[config.mk]
export PLATFORM = sky130hd
export DESIGN_NAME = kr580_uart_port
export DESIGN_NICKNAME = d
export VERILOG_FILES = /design/src/rtl/kr580_uart_port.sv
export SDC_FILE = /design/constraint.sdc
export NUM_CORES = 1
export LEC_CHECK = 0
export ABC_AREA = 1
export BUFFER_PORTS_ARGS = -buffer_cell sky130_fd_sc_hd__buf_2
export CAP_MARGIN = 30
export CELL_PAD_IN_SITES_DETAIL_PLACEMENT = 0
export CELL_PAD_IN_SITES_GLOBAL_PLACEMENT = 2
export CORE_ASPECT_RATIO = 0.9
export CORE_MARGIN = 2
export CORE_UTILIZATION = 43
export CTS_CLUSTER_DIAMETER = 60
export CTS_CLUSTER_SIZE = 8
export DETAILED_ROUTE_END_ITERATION = 8
export PLACE_DENSITY_LB_ADDON = 0.1
export SLEW_MARGIN = 20
export SYNTH_ARGS = -nofsm -noshare
export SYNTH_HDL_FRONTEND = slang
export SYNTH_SLANG_ARGS = --single-unit
export TNS_END_PERCENT = 50
[constraint.sdc]
create_clock -name clk -period 3.93 [get_ports clk]
set_input_delay 0.1965 -clock clk [delete_from_list [all_inputs] [get_ports clk]]
set_output_delay 0.1965 -clock clk [all_outputs]
set_load 0.03 [all_outputs]
[src/rtl/kr580_uart_port.sv]
// ---------------------------------------------------------------------------
// kr580_uart_port
//   8N1 UART peripheral that the kr580 CPU reaches through its I/O port space.
//   Four consecutive ports starting at BASE give access to:
//     +0  read: RX FIFO head (no pop)     write: TX holding register
//     +1  read: status {frame_err, tx_ie, rx_ie, tx_busy,
//                       tx_ready, rx_overrun, rx_full, rx_nonempty}
//     +2  write: bit0 pops the RX FIFO, bit7 clears the sticky error flags
//     +3  read/write: interrupt enables {tx_ie, rx_ie} in bits 1:0
//   The bytes it receives go into a small FIFO. The bytes it transmits go
//   through a one-byte holding register into a shift register.
//
// Ports
//   clk       CPU clock, all logic on the rising edge
//   reset     synchronous, active-high
//   pin_pa    I/O port address
//   pin_po    I/O write data
//   pin_pw    I/O write strobe, one clk per OUT
//   pin_pi    I/O read data, combinational, 8'h00 when not addressed so
//             several peripherals can be OR-merged onto the CPU input bus
//   pin_intr  registered level interrupt request
//   uart_rx   asynchronous serial input, idle high
//   uart_tx   registered serial output, idle high
// ---------------------------------------------------------------------------
module kr580_uart_port #(
  parameter logic [7:0] BASE    = 8'h10,
  parameter int         DIVISOR = 54,
  parameter int         FIFO_AW = 4
) (
  input  logic       clk,
  input  logic       reset,
  input  logic [7:0] pin_pa,
  input  logic [7:0] pin_po,
  input  logic       pin_pw,
  output logic [7:0] pin_pi,
  output logic       pin_intr,
  input  logic       uart_rx,
  output logic       uart_tx
);

  localparam int                 DEPTH     = 1 << FIFO_AW;
  localparam logic [15:0]        DIV_LAST  = 16'(DIVISOR - 1);
  localparam logic [15:0]        HALF_LAST = 16'(DIVISOR / 2 - 1);
  localparam logic [FIFO_AW:0]   DEPTH_CNT = (FIFO_AW + 1)'(DEPTH);

  localparam logic [1:0] ST_IDLE  = 2'd0;
  localparam logic [1:0] ST_START = 2'd1;
  localparam logic [1:0] ST_DATA  = 2'd2;
  localparam logic [1:0] ST_STOP  = 2'd3;

  // -------------------------------------------------------------------------
  // Address decode. The subtraction wraps addresses below BASE to large
  // values, so one range test covers both sides of the window.
  // -------------------------------------------------------------------------
  logic [7:0] offset;
  logic       sel;
  logic       wr_data;
  logic       wr_ctrl;
  logic       wr_ie;

  assign offset  = pin_pa - BASE;
  assign sel     = (offset[7:2] == 6'd0);
  assign wr_data = pin_pw && sel && (offset[1:0] == 2'd0);
  assign wr_ctrl = pin_pw && sel && (offset[1:0] == 2'd2);
  assign wr_ie   = pin_pw && sel && (offset[1:0] == 2'd3);

  // -------------------------------------------------------------------------
  // Transmitter
  // -------------------------------------------------------------------------
  logic [1:0]  tx_state;
  logic [15:0] tx_cnt;
  logic [2:0]  tx_bit;
  logic [7:0]  tx_shift;
  logic [7:0]  hold_data;
  logic        hold_full;
  logic        tx_ready;
  logic        tx_busy;

  assign tx_ready = ~hold_full;
  assign tx_busy  = (tx_state != ST_IDLE);

  // uart_tx changes together with the state, so each state drives the line
  // for exactly DIVISOR clocks. A write while the holding register is full
  // is dropped. The write and the transfer to the shifter cannot both hit
  // hold_full in the same clock: one needs it empty and the other needs it
  // full.
  always_ff @(posedge clk) begin
    if (reset) begin
      tx_state  <= ST_IDLE;
      tx_cnt    <= 16'd0;
      tx_bit    <= 3'd0;
      tx_shift  <= 8'h00;
      hold_data <= 8'h00;
      hold_full <= 1'b0;
      uart_tx   <= 1'b1;
    end else begin
      if (wr_data && !hold_full) begin
        hold_data <= pin_po;
        hold_full <= 1'b1;
      end
      case (tx_state)
        ST_IDLE: begin
          if (hold_full) begin
            tx_shift  <= hold_data;
            hold_full <= 1'b0;
            tx_cnt    <= 16'd0;
            tx_state  <= ST_START;
            uart_tx   <= 1'b0;
          end
        end
        ST_START: begin
          if (tx_cnt == DIV_LAST) begin
            tx_cnt   <= 16'd0;
            tx_bit   <= 3'd0;
            tx_state <= ST_DATA;
            uart_tx  <= tx_shift[0];
          end else begin
            tx_cnt <= tx_cnt + 16'd1;
          end
        end
        ST_DATA: begin
          if (tx_cnt == DIV_LAST) begin
            tx_cnt <= 16'd0;
            if (tx_bit == 3'd7) begin
              tx_state <= ST_STOP;
              uart_tx  <= 1'b1;
            end else begin
              tx_bit   <= tx_bit + 3'd1;
              uart_tx  <= tx_shift[1];
              tx_shift <= {1'b0, tx_shift[7:1]};
            end
          end else begin
            tx_cnt <= tx_cnt + 16'd1;
          end
        end
        default: begin
          // Stop bit. A byte that is already waiting starts at once, so
          // there is no idle bit between frames.
          if (tx_cnt == DIV_LAST) begin
            tx_cnt <= 16'd0;
            if (hold_full) begin
              tx_shift  <= hold_data;
              hold_full <= 1'b0;
              tx_state  <= ST_START;
              uart_tx   <= 1'b0;
            end else begin
              tx_state <= ST_IDLE;
            end
          end else begin
            tx_cnt <= tx_cnt + 16'd1;
          end
        end
      endcase
    end
  end

  // -------------------------------------------------------------------------
  // Receiver: two-flop synchroniser, then an extra flop for edge detection.
  // -------------------------------------------------------------------------
  logic        rx_s1;
  logic        rx_s2;
  logic        rx_prev;
  logic [1:0]  rx_state;
  logic [15:0] rx_cnt;
  logic [2:0]  rx_bit;
  logic [7:0]  rx_shift;
  logic        rx_push;
  logic [7:0]  rx_byte;
  logic        frame_err;
  logic        clr_err;

  assign clr_err = wr_ctrl && pin_po[7];

  always_ff @(posedge clk) begin
    if (reset) begin
      rx_s1   <= 1'b1;
      rx_s2   <= 1'b1;
      rx_prev <= 1'b1;
    end else begin
      rx_s1   <= uart_rx;
      rx_s2   <= rx_s1;
      rx_prev <= rx_s2;
    end
  end

  // The start bit is checked half a bit after the falling edge. That rejects
  // short glitches and places every later sample near the middle of its bit.
  // A finished byte is handed to the FIFO as a one-clock rx_push pulse. A new
  // frame error wins over a clear that arrives in the same clock, so the
  // error is not lost.
  always_ff @(posedge clk) begin
    if (reset) begin
      rx_state  <= ST_IDLE;
      rx_cnt    <= 16'd0;
      rx_bit    <= 3'd0;
      rx_shift  <= 8'h00;
      rx_push   <= 1'b0;
      rx_byte   <= 8'h00;
      frame_err <= 1'b0;
    end else begin
      rx_push <= 1'b0;
      if (clr_err) begin
        frame_err <= 1'b0;
      end
      case (rx_state)
        ST_IDLE: begin
          if (rx_prev && !rx_s2) begin
            rx_cnt   <= 16'd0;
            rx_state <= ST_START;
          end
        end
        ST_START: begin
          if (rx_cnt == HALF_LAST) begin
            rx_cnt <= 16'd0;
            rx_bit <= 3'd0;
            if (!rx_s2) begin
              rx_state <= ST_DATA;
            end else begin
              rx_state <= ST_IDLE;
            end
          end else begin
            rx_cnt <= rx_cnt + 16'd1;
          end
        end
        ST_DATA: begin
          if (rx_cnt == DIV_LAST) begin
            rx_cnt   <= 16'd0;
            rx_shift <= {rx_s2, rx_shift[7:1]};
            if (rx_bit == 3'd7) begin
              rx_state <= ST_STOP;
            end else begin
              rx_bit <= rx_bit + 3'd1;
            end
          end else begin
            rx_cnt <= rx_cnt + 16'd1;
          end
        end
        default: begin
          if (rx_cnt == DIV_LAST) begin
            rx_cnt   <= 16'd0;
            rx_state <= ST_IDLE;
            if (rx_s2) begin
              rx_push <= 1'b1;
              rx_byte <= rx_shift;
            end else begin
              frame_err <= 1'b1;
            end
          end else begin
            rx_cnt <= rx_cnt + 16'd1;
          end
        end
      endcase
    end
  end

  // -------------------------------------------------------------------------
  // RX FIFO
  // -------------------------------------------------------------------------
  logic [7:0]         fifo_mem [DEPTH];
  logic [FIFO_AW-1:0] wr_ptr;
  logic [FIFO_AW-1:0] rd_ptr;
  logic [FIFO_AW:0]   count;
  logic               rx_nonempty;
  logic               rx_full;
  logic               rx_overrun;
  logic               pop_ok;
  logic               push_ok;
  logic [7:0]         rx_head;

  assign rx_nonempty = (count != '0);
  assign rx_full     = (count == DEPTH_CNT);
  assign pop_ok      = wr_ctrl && pin_po[0] && rx_nonempty;
  // A pop in the same clock frees a slot first, so a push into a full FIFO
  // still succeeds.
  assign push_ok     = rx_push && (!rx_full || pop_ok);
  assign rx_head     = rx_nonempty ? fifo_mem[rd_ptr] : 8'h00;

  always_ff @(posedge clk) begin
    if (push_ok) begin
      fifo_mem[wr_ptr] <= rx_byte;
    end
  end

  // A push that cannot be stored sets the sticky overrun flag. As with
  // frame_err, a new overrun wins over a clear in the same clock.
  always_ff @(posedge clk) begin
    if (reset) begin
      wr_ptr     <= '0;
      rd_ptr     <= '0;
      count      <= '0;
      rx_overrun <= 1'b0;
    end else begin
      if (push_ok) begin
        wr_ptr <= wr_ptr + FIFO_AW'(1);
      end
      if (pop_ok) begin
        rd_ptr <= rd_ptr + FIFO_AW'(1);
      end
      case ({push_ok, pop_ok})
        2'b10:   count <= count + (FIFO_AW + 1)'(1);
        2'b01:   count <= count - (FIFO_AW + 1)'(1);
        default: count <= count;
      endcase
      if (clr_err) begin
        rx_overrun <= 1'b0;
      end
      if (rx_push && !push_ok) begin
        rx_overrun <= 1'b1;
      end
    end
  end

  // -------------------------------------------------------------------------
  // Interrupt enables and the registered interrupt request
  // -------------------------------------------------------------------------
  logic rx_ie;
  logic tx_ie;

  always_ff @(posedge clk) begin
    if (reset) begin
      rx_ie <= 1'b0;
      tx_ie <= 1'b0;
    end else if (wr_ie) begin
      rx_ie <= pin_po[0];
      tx_ie <= pin_po[1];
    end
  end

  // The TX request waits until the line is fully idle, not just until the
  // holding register is free.
  always_ff @(posedge clk) begin
    if (reset) begin
      pin_intr <= 1'b0;
    end else begin
      pin_intr <= (rx_ie && rx_nonempty) || (tx_ie && tx_ready && !tx_busy);
    end
  end

  // -------------------------------------------------------------------------
  // Read mux. Write-only ports and unselected addresses return zero.
  // -------------------------------------------------------------------------
  logic [7:0] status;

  assign status = {frame_err, tx_ie, rx_ie, tx_busy,
                   tx_ready, rx_overrun, rx_full, rx_nonempty};

  always_comb begin
    pin_pi = 8'h00;
    if (sel) begin
      case (offset[1:0])
        2'd0:    pin_pi = rx_head;
        2'd1:    pin_pi = status;
        2'd3:    pin_pi = {6'b0, tx_ie, rx_ie};
        default: pin_pi = 8'h00;
      endcase
    end
  end

endmodule

## Word level (Yosys, flattened, before mapping)

Memories as Yosys holds them, arrays and structs flattened. A register that Yosys moved wholly into a read port is not among the register bits.
Cells that the tools add are included.

- Register bits: 98
- Memory bits (writable): 128
- Input bits: 20
- Output and inout port bits: 10
- Logic and storage cells: 166
- Memories kept: 1

Memory list:

| memory | words | bits a word | read ports | clocked after memory_dff | write ports | line | source |
|---|---|---|---|---|---|---|---|
| fifo_mem | 16 | 8 | 1 | 1 | 1 | 259 | `logic [7:0] fifo_mem [DEPTH];` |

- Add/sub/neg operators: 9
- Equal/unequal tests: 25
- Muxes and demuxes: 59
- Bitwise logic cells: 4
- Reduce and logical (&&, ||, !) cells: 44

Operators with widths:

| kind | number |
|---|---|
| two-way mux 16 bit | 6 |
| two-way mux 8 bit | 6 |
| one-hot mux 8 bit (3 select lines) | 2 |
| adder 16 x 1 -> 16 bit (second input constant) | 2 |
| == test 16 x 6 -> 1 bit (second input constant) | 2 |
| one-hot mux 16 bit (2 select lines) | 1 |
| two-way mux 2 bit | 11 |
| != test 2 bit (second input constant) | 10 |
| two-way mux 1 bit | 18 |
| two-way mux 3 bit | 6 |
| == test 16 x 5 -> 1 bit (second input constant) | 1 |
| logical AND 1 bit | 14 |
| one-hot mux 2 bit (3 select lines) | 2 |
| one-hot mux 3 bit (2 select lines) | 2 |
| AND reduction 4 bit | 3 |
| nonzero test 2 bit | 6 |
| == test 2 bit (second input constant) | 5 |
| one-hot mux 5 bit (2 select lines) | 1 |
| AND reduction 5 bit | 2 |
| adder 4 x 1 -> 4 bit (second input constant) | 2 |
| == test 2 x 1 -> 1 bit (second input constant) | 4 |
| two-way mux 4 bit | 2 |
| subtractor 8 x 5 -> 8 bit (second input constant) | 1 |
| adder 3 x 1 -> 3 bit (second input constant) | 2 |
| other kinds (18) | 30 |

## Depth between registers and ports, before layout

Gate-level depths: netlist (run 1).

- Depth in word-level cells: 11
- Depth in mapped cells: 17
- Mapped depth without buffers: 17

## Least setup slack after synthesis (run 1)

Ideal clock, no wire load.

- Path type: register to output
- Start point: register with a tool-made name
- End point: output pin_pi[2]
- Data arrival time: 1776 ps
- Data required time: 3733 ps
- Path slack: 1958 ps
- Stages on the path, launching flop included: 11
- Buffers on the path: 3
- Cell sequence: dfxtp_1 -> buf_2 -> buf_4 -> buf_4 -> a21oi_1 -> o21ai_0 -> o211ai_1 -> o21ai_0 -> o22ai_1 -> nand2_1 -> a21oi_1

RTL lines:

| what | line | source |
|---|---|---|
| end, declared | 35 | `output logic [7:0] pin_pi,` |

==> results.tsv, run 1 <==
stage	metric	value	unit
placed_design	Inst Count DP	1357	
layout	Reg area	5890	um2
drt	Iter 0 DRT Violations	520	
grt	first-pass GRT wire length	38100	um
clocking	clk_lat worst skew	0.50	ns
layout	share of cells above drive strength 1	10.1	%
sta	unrepaired setup endpoints after global routing	false	
die	Die ar.	24900	um2
worst_setup_path	Critical Path End	pin_pi[1]	
grt	vias in the first global route	7108	
worst_setup_path	reg2reg end	fifo_mem[13][1]$_DFFE_PP_	
layout	Antenna Cells	0	
synth	syn_nets	1098	
synth	number of synthesized flops with an enable pin	128	
sta	setup violators final	0	
grt	Congestion Overflow GR	0	
synth	Post-synth ARST share	0	%
outcome	status	finished, final reports clean	
placed_design	Port-buffer cells	29	
layout	fillcell total	2226	
clocking	CTS tree	yes	
grt	initial antenna violation count	0	
synth	area fraction of the dominant cell type after synthesis	37.7	%
worst_setup_path	Critical Path Start Type	flop	
placed_design	GP Congestion	0.758	
synth	Top FF cell, synth	edfxtp_1	
drt	per-cell routed wire length	17.0	um
grt	GRT Total Usage	19.2	%
drt	Pre-antenna DRT Iters	7	
layout	multi-input logic area	3660	um2
sta	Total Neg Setup Slack	0	ns
clocking	Post CTS Setup Buffer Count	0	
pwr	maximum VDD drop	331	uV
die	Ports	30	
synth	Synth Area per Inst	9.67	um2
clocking	clk buf depth	3	
worst_setup_path	r2r worst-path depth	8	
clocking	Clock transition at path regs	0.05	ns
sta	Tcrit/Tclk final	72.3	%
die	chip width	166	um
sta	Worst Max-Slew Pin Slew	0.847	ns
placed_design	worst slack, placed	1.53	ns
sta	max-slew violations	0	
sta	final hold vios	0	
drt	routed vias	7342	
layout	Layout Cells excl Fill	1413	
sta	max_slew headroom	43.4	%
min_path	Tightest Hold Check Type	input pin to flop	
sta	slack of the critical path	1.09	ns
worst_setup_path	Setup CP Type	flop to output pin	
synth	Synth area leader	edfxtp_1	
sta	clk_skew	0.0119	ns
worst_setup_path	Critical R2R Launch	count[0]$_SDFFE_PP0P_	
die	core footprint	23300	um2
worst_setup_path	crit-path max FO	19	
layout	synthesis-to-layout area growth	14.2	%
grt	largest net degree at the start of global routing	50	
die	Site Rows	53	
synth	Yosys cell types	52	
synth	Ys Warns	0	
die	die height	150	um
clocking	post-CTS sizing	0	
sta	min cycle time layout	2.84	ns
synth	synth top area cells	edfxtp_1 38%, dfxtp_1 20%, o21ai_0 5.8%, nand2_1 5.0%, a21oi_1 4.5%	
placed_design	Post-DP HPWL	16200	um
worst_setup_path	Arrival @ worst endpoint	2.64	ns
worst_setup_path	Worst Path Required	3.73	ns
die	Starting Density	43.6	%
drt	drt total wl	24000	um
synth	sequential area share after synthesis	57.8	%
drt	ANT nets after route	0	
sta	WHS	0.0185	ns
synth	Post-Syn Instances	1054	
clocking	hold_buf cts	8	
worst_setup_path	FF-to-FF setup slack	1.58	ns
job	Max Cap Viol	0	
drt	vias per cell	5.20	
drt	# DRC	0	
clocking	clock sink count	230	
worst_setup_path	Worst setup EP type	output pin	
sta	fmax	352	MHz
synth	#FFs+latches synth	230	
synth	Mapped Area	10200	um2
clocking	H-tree levels	2	
pwr	Static Leakage	4.18	nW
layout	nets@finish	1143	
clocking	clk root buf	clkbuf_16	
pwr	power per cell area	477	nW/um2
clocking	CTS Buf Count	34	
[cells in the final DEF (no fill, tap or decap), types with 3 or more instances in the layout]
| cell type | Yosys | layout |
|---|---|---|
| o21ai_0 | 119 | 119 |
| a21oi_1 | 92 | 92 |
| nand3_2 | 4 | 4 |
| clkbuf_16 | 0 | 34 |
| nand2_1 | 136 | 136 |
| dlygate4sd3_1 | 0 | 8 |
| nand3_1 | 43 | 43 |
| o21a_1 | 3 | 3 |
| inv_2 | 8 | 8 |
| o22ai_1 | 7 | 7 |
| nor2_1 | 96 | 96 |
| a31oi_1 | 10 | 10 |
| xor2_1 | 5 | 5 |
| ha_1 | 24 | 24 |
| o21ai_1 | 4 | 4 |
| o211ai_1 | 13 | 13 |
| nand4_1 | 11 | 11 |
| nor3_1 | 15 | 15 |
| inv_1 | 118 | 118 |
| buf_4 | 3 | 6 |
| nor4_1 | 6 | 6 |
| a211oi_1 | 3 | 3 |
| nor3_2 | 4 | 4 |
| nor2_2 | 3 | 3 |
| clkbuf_1 | 22 | 10 |
| mux2i_1 | 32 | 32 |
| buf_2 | 6 | 29 |
| dfxtp_1 | 102 | 101 |
| or2_2 | 3 | 3 |
| edfxtp_1 | 128 | 128 |
[power breakdown]
part | leakage (nW) | switching, W | internal [W]
logic | 1.49 | 0.000255 | 0.000109
registers | 2.24 | 0.0000296 | 0.00256
clock network | 0.454 | 0.00102 | 0.00159
total | 4.18 | 0.00130 | 0.00425
[cells in the mapped netlist (4+ instances only)]
| library cell | instances |
|---|---|
| inv_2 | 8 |
| dfxtp_1 | 102 |
| buf_2 | 6 |
| inv_1 | 118 |
| nor2_1 | 96 |
| xor2_1 | 5 |
| clkbuf_1 | 22 |
| nand2_1 | 136 |
| o21ai_0 | 119 |
| nand3_2 | 4 |
| a21oi_1 | 92 |
| nor3_1 | 15 |
| o22ai_1 | 7 |
| a31oi_1 | 10 |
| nor4_1 | 6 |
| o21ai_1 | 4 |
| o211ai_1 | 13 |
| mux2i_1 | 32 |
| nor3_2 | 4 |
| nand3_1 | 43 |
| edfxtp_1 | 128 |
| ha_1 | 24 |
| nand4_1 | 11 |
[state kept, by name, indices dropped and copies added (netlist names), 5 cells and up, named ones only]
register   cells
count          5
fifo_mem     128
hold_data      8
rx_byte        8
rx_cnt        16
rx_shift       8
tx_cnt        16
tx_shift       8
[through the flow]
step                area, um2  total power [W]  utilization [%]
global placement        10600          0.00300             45.5
detailed placement      10600          0.00300             45.5
global route            11600          0.00578             49.9
finish                  11600          0.00555             49.9
floorplan               10200          0.00288                -
CTS                     11600          0.00562             49.9
[layer usage]
| layer | share of wire (%) | wire length, um | global-route usage, % |
|---|---|---|---|
| met5 | 0 | 0 | 0 |
| met4 | 1.3 | 301 | 5.00 |
| met3 | 4.0 | 960 | 3.25 |
| met2 | 46 | 11100 | 31.2 |
| met1 | 49 | 11700 | 26.9 |
[worst min path at each step]
stage	end	slack, ns	depth (start not counted)	from
finish	rx_ie$_SDFFE_PP0P_	0.02	3	pin_po[0]
global route	rx_ie$_SDFFE_PP0P_	0.03	3	pin_po[0]
CTS	hold_data[0]$_SDFFE_PP0P_	0.01	3	pin_po[0]
detailed placement	rx_s2$_SDFF_PP1_	0.41	1	rx_s1$_SDFF_PP1_
global placement	rx_s2$_SDFF_PP1_	0.39	1	rx_s1$_SDFF_PP1_
floorplan	rx_s1$_SDFF_PP1_	0.30	1	uart_rx
[cell type report]
class | count | share of cell area, %
Clock buffer | 45 | 7.75
Timing Repair Buffer | 44 | 2.49
Clock inverter | 3 | 0.290
Sequential cell | 230 | 50.6
Inverter | 128 | 4.13
Tap cell | 302 | 3.25
Multi-Input combinational cell | 661 | 31.5
[cell families (layout without fill, tap and decap cells)]
| group | count (synthesis) | count (layout) | synth area share (%) |
|---|---|---|---|
| simple gates | 336 | 336 | 15.2 |
| compound gates | 263 | 263 | 14.2 |
| flops | 230 | 230 | 57.8 |
| buf+inv | 163 | 220 | 6.26 |
| mux | 32 | 32 | 3.14 |
| fa+ha+maj | 24 | 24 | 2.95 |
| xor+xnor | 6 | 6 | 0.516 |
[critical path: stages, from the launching register on]
cell      delay [ns]
dfxtp_1         0.78
inv_1           0.43
o211ai_1        0.21
o21ai_0         0.11
nand2_1         0.10
nand3_1         0.12
a31oi_1         0.18
buf_2           0.23
No activity file was read; power rests on OpenSTA's default activity.
==> run 2: changes to the inputs <==
--- a/config.mk
+++ b/config.mk
@@ -12,7 +12,7 @@
 export CELL_PAD_IN_SITES_GLOBAL_PLACEMENT = 2
 export CORE_ASPECT_RATIO = 0.9
 export CORE_MARGIN = 2
-export CORE_UTILIZATION = 43
+export CORE_UTILIZATION = 36
 export CTS_CLUSTER_DIAMETER = 60
 export CTS_CLUSTER_SIZE = 8
 export DETAILED_ROUTE_END_ITERATION = 8
==> constraint.sdc (replaced) <==
create_clock -name clk -period 2.27 [get_ports clk]
set_input_delay 0.1135 -clock clk [delete_from_list [all_inputs] [get_ports clk]]
set_output_delay 0.1135 -clock clk [all_outputs]
set_load 0.03 [all_outputs]
==> run 2 against run 1 <==
Net effect: the flow now finishes with violations (negative setup slack); die area up 19%; global-route usage is 1.5 points lower; sequential share of layout area down 3.0 points; flip-flop and latch count unchanged; first-iteration DRC count down 2.1%; cell count up 7.6%; count of clock-buffer cells in the layout increased by 13; clock power up 93%; critical endpoint is now pin_pi[0]; largest cell class unchanged.
==> results.tsv, run 2 (same netlist as run 1, synthesis figures left out) <==
stage	metric	value	unit
worst_setup_path	Worst Path Required	2.16	ns
sta	max_slew headroom	44.7	%
worst_setup_path	Critical Path Start Type	flop	
clocking	clock sink count	230	
pwr	maximum VDD drop	434	uV
drt	drt total wl	26200	um
pwr	Gate power share	6.7	%
sta	max-slew violations	0	
clocking	clk root buf	clkbuf_16	
grt	GRT Total Usage	17.7	%
drt	per-cell routed wire length	17.2	um
layout	biggest regs	fifo_mem x128, rx_cnt x16, tx_cnt x16	
placed_design	Port-buffer cells	29	
grt	first-pass GRT wire length	40800	um
worst_setup_path	Arrival @ worst endpoint	2.22	ns
clocking	Post CTS Setup Buffer Count	0	
grt	vias in the first global route	7304	
die	Starting Density	36.6	%
clocking	H-tree levels	2	
drt	Iter 0 DRT Violations	509	
layout	commonest non-fill, non-tap cell in the layout	nand2_1	
min_path	min-delay src	pin_pa[7]	
layout	share of cells above drive strength 1	14.9	%
worst_setup_path	Crit path largest cell delay	0.45	ns
layout	final instance area	12400	um2
layout	fillcell total	2753	
drt	vias per cell	4.95	
pwr	share of total power in the clock network	49.4	%
pwr	Switch Pwr	0.00244	W
pwr	Flop pwr share	43.9	%
sta	final hold vios	0	
worst_setup_path	Critical R2R Launch	count[0]$_SDFFE_PP0P_	
sta	Worst Max-Slew Pin Slew	0.829	ns
placed_design	Post-DP HPWL	17200	um
sta	min cycle time layout	2.34	ns
clocking	clk buf depth	3	
min_path	Tightest Hold Check Type	input pin to flop	
sta	Tcrit/Tclk final	103	%
layout	Top reg by flops	fifo_mem	
die	core footprint	27900	um2
sta	slack of the critical path	-0.0673	ns
clocking	Clock transition at path regs	0.06	ns
die	Die ar.	29700	um2
grt	Congestion Overflow GR	0	
grt	initial antenna violation count	0	
job	Max Cap Viol	0	
sta	fmax	428	MHz
die	die height	164	um
clocking	CTS Buf Count	36	
sta	setup violators final	7	
die	chip width	181	um
layout	nets@finish	1179	
pwr	Internal Power	0.00774	W
worst_setup_path	Setup CP Type	flop to output pin	
drt	routed vias	7523	
sta	unrepaired setup endpoints after global routing	true	
worst_setup_path	critical path's slowest cell	dfxtp_4	
worst_setup_path	crit-path max FO	18	
layout	Antenna Cells	0	
drt	ANT nets after route	0	
drt	Pre-antenna DRT Iters	5	
layout	max reg flops	128	
pwr	Static Leakage	4.48	nW
placed_design	GP Congestion	0.775	
layout	most frequent cells in the layout	135 x nand2_1, 128 x edfxtp_1, 117 x inv_1	
worst_setup_path	ordered cell list for the critical path	buf_12 -> mux2i_1 -> o211ai_1 -> nand3_2 -> nand2_2 -> nand3_1 -> a21oi_2 -> buf_4	
worst_setup_path	cell family with most CP delay	flip-flops	
outcome	status	finished with violations	
clocking	clk_lat worst skew	0.52	ns
clocking	CTS tree	yes	
layout	final core utilization	44.4	%
pwr	power per cell area	823	nW/um2
drt	# DRC	0	
outcome	failing checks	negative setup slack	
placed_design	DP Area	11000	um2
die	Ports	30	
sta	clk_skew	0.0233	ns
worst_setup_path	Worst Path Buf+Inv	2	
pwr	Net Sw Frac	24.0	%
worst_setup_path	Worst setup EP type	output pin	
layout	synthesis-to-layout area growth	21.4	%
die	Site Rows	58	
grt	largest net degree at the start of global routing	41	
[run 2: layer usage]
metal	vias to the layer above	track usage [%]	wire, um	share of wire, %
li1	3824	-	-	-
met1	3543	24.6	12700	49
met2	117	28.6	12100	46
met3	39	3.23	978	3.7
met4	0	4.58	429	1.6
met5	-	0	0	0
[run 2: power by group through the flow]
stage                     clock (W)  sequential [W]  combinational, W
final                       0.00503         0.00447          0.000677
after global routing        0.00534         0.00447          0.000780
after CTS                   0.00514         0.00447          0.000699
after detailed placement          0         0.00455          0.000682
after global placement            0         0.00455          0.000691
after floorplan                   0         0.00456          0.000436
[run 2: through the flow]
step / total power [W] / setup TNS (ns) / std cells / hold WS [ns] / setup WS, ns
after detailed placement: 0.00523 / 0 / 1443 / 0.322 / 0.161
after CTS: 0.0103 / -0.713 / 1519 / 0.0434 / -0.106
after global routing: 0.0106 / -1.07 / 1521 / 0.0654 / -0.170
after global placement: 0.00524 / 0 / 1443 / 0.327 / 0.161
final: 0.0102 / -0.220 / 1521 / 0.0507 / -0.0673
after floorplan: 0.00499 / 0 / 1054 / 0.217 / 0.381
[run 2: tightest hold or removal path, delay by kind of cell]
family	cells	cell delay, ns
AOI/OAI and AO/OA	1	0.12
buffers and inverters	1	0.10
and+or+nand+nor	3	0.21
[run 2: path summary, 6_finish.rpt]
| check | slack (ns) | depth (start not counted) | end |
|---|---|---|---|
| worst max-delay path | -0.07 | 8 | pin_pi[0] |
| worst min-delay path | 0.05 | 5 | rx_ie$_SDFFE_PP0P_ |
| worst max register to register | 0.21 | 9 | fifo_mem[7][1]$_DFFE_PP_ |
| worst min register to register | 0.43 | 1 | rx_s2$_SDFF_PP1_ |
[run 2: area by class of cell]
| cell class | count | area [um2] | share of cell area, % |
|---|---|---|---|
| Sequential cell | 230 | 5890 | 47.6 |
| Multi-Input combinational cell | 661 | 3770 | 30.5 |
| Clock buffer | 58 | 983 | 7.95 |
| Timing Repair Buffer | 78 | 708 | 5.72 |
| Inverter | 128 | 480 | 3.88 |
| Tap cell | 360 | 450 | 3.64 |
| Clock inverter | 6 | 90.1 | 0.728 |
[run 2: timing repair]
item | in CTS | in global routing
hold endpoints to repair | 15 | 0
setup endpoints to repair | 8 | 11
gates cloned | 1 | 2
pin swaps | 7 | 2
hold buffers | 11 | 0
resized for setup | 46 | 29
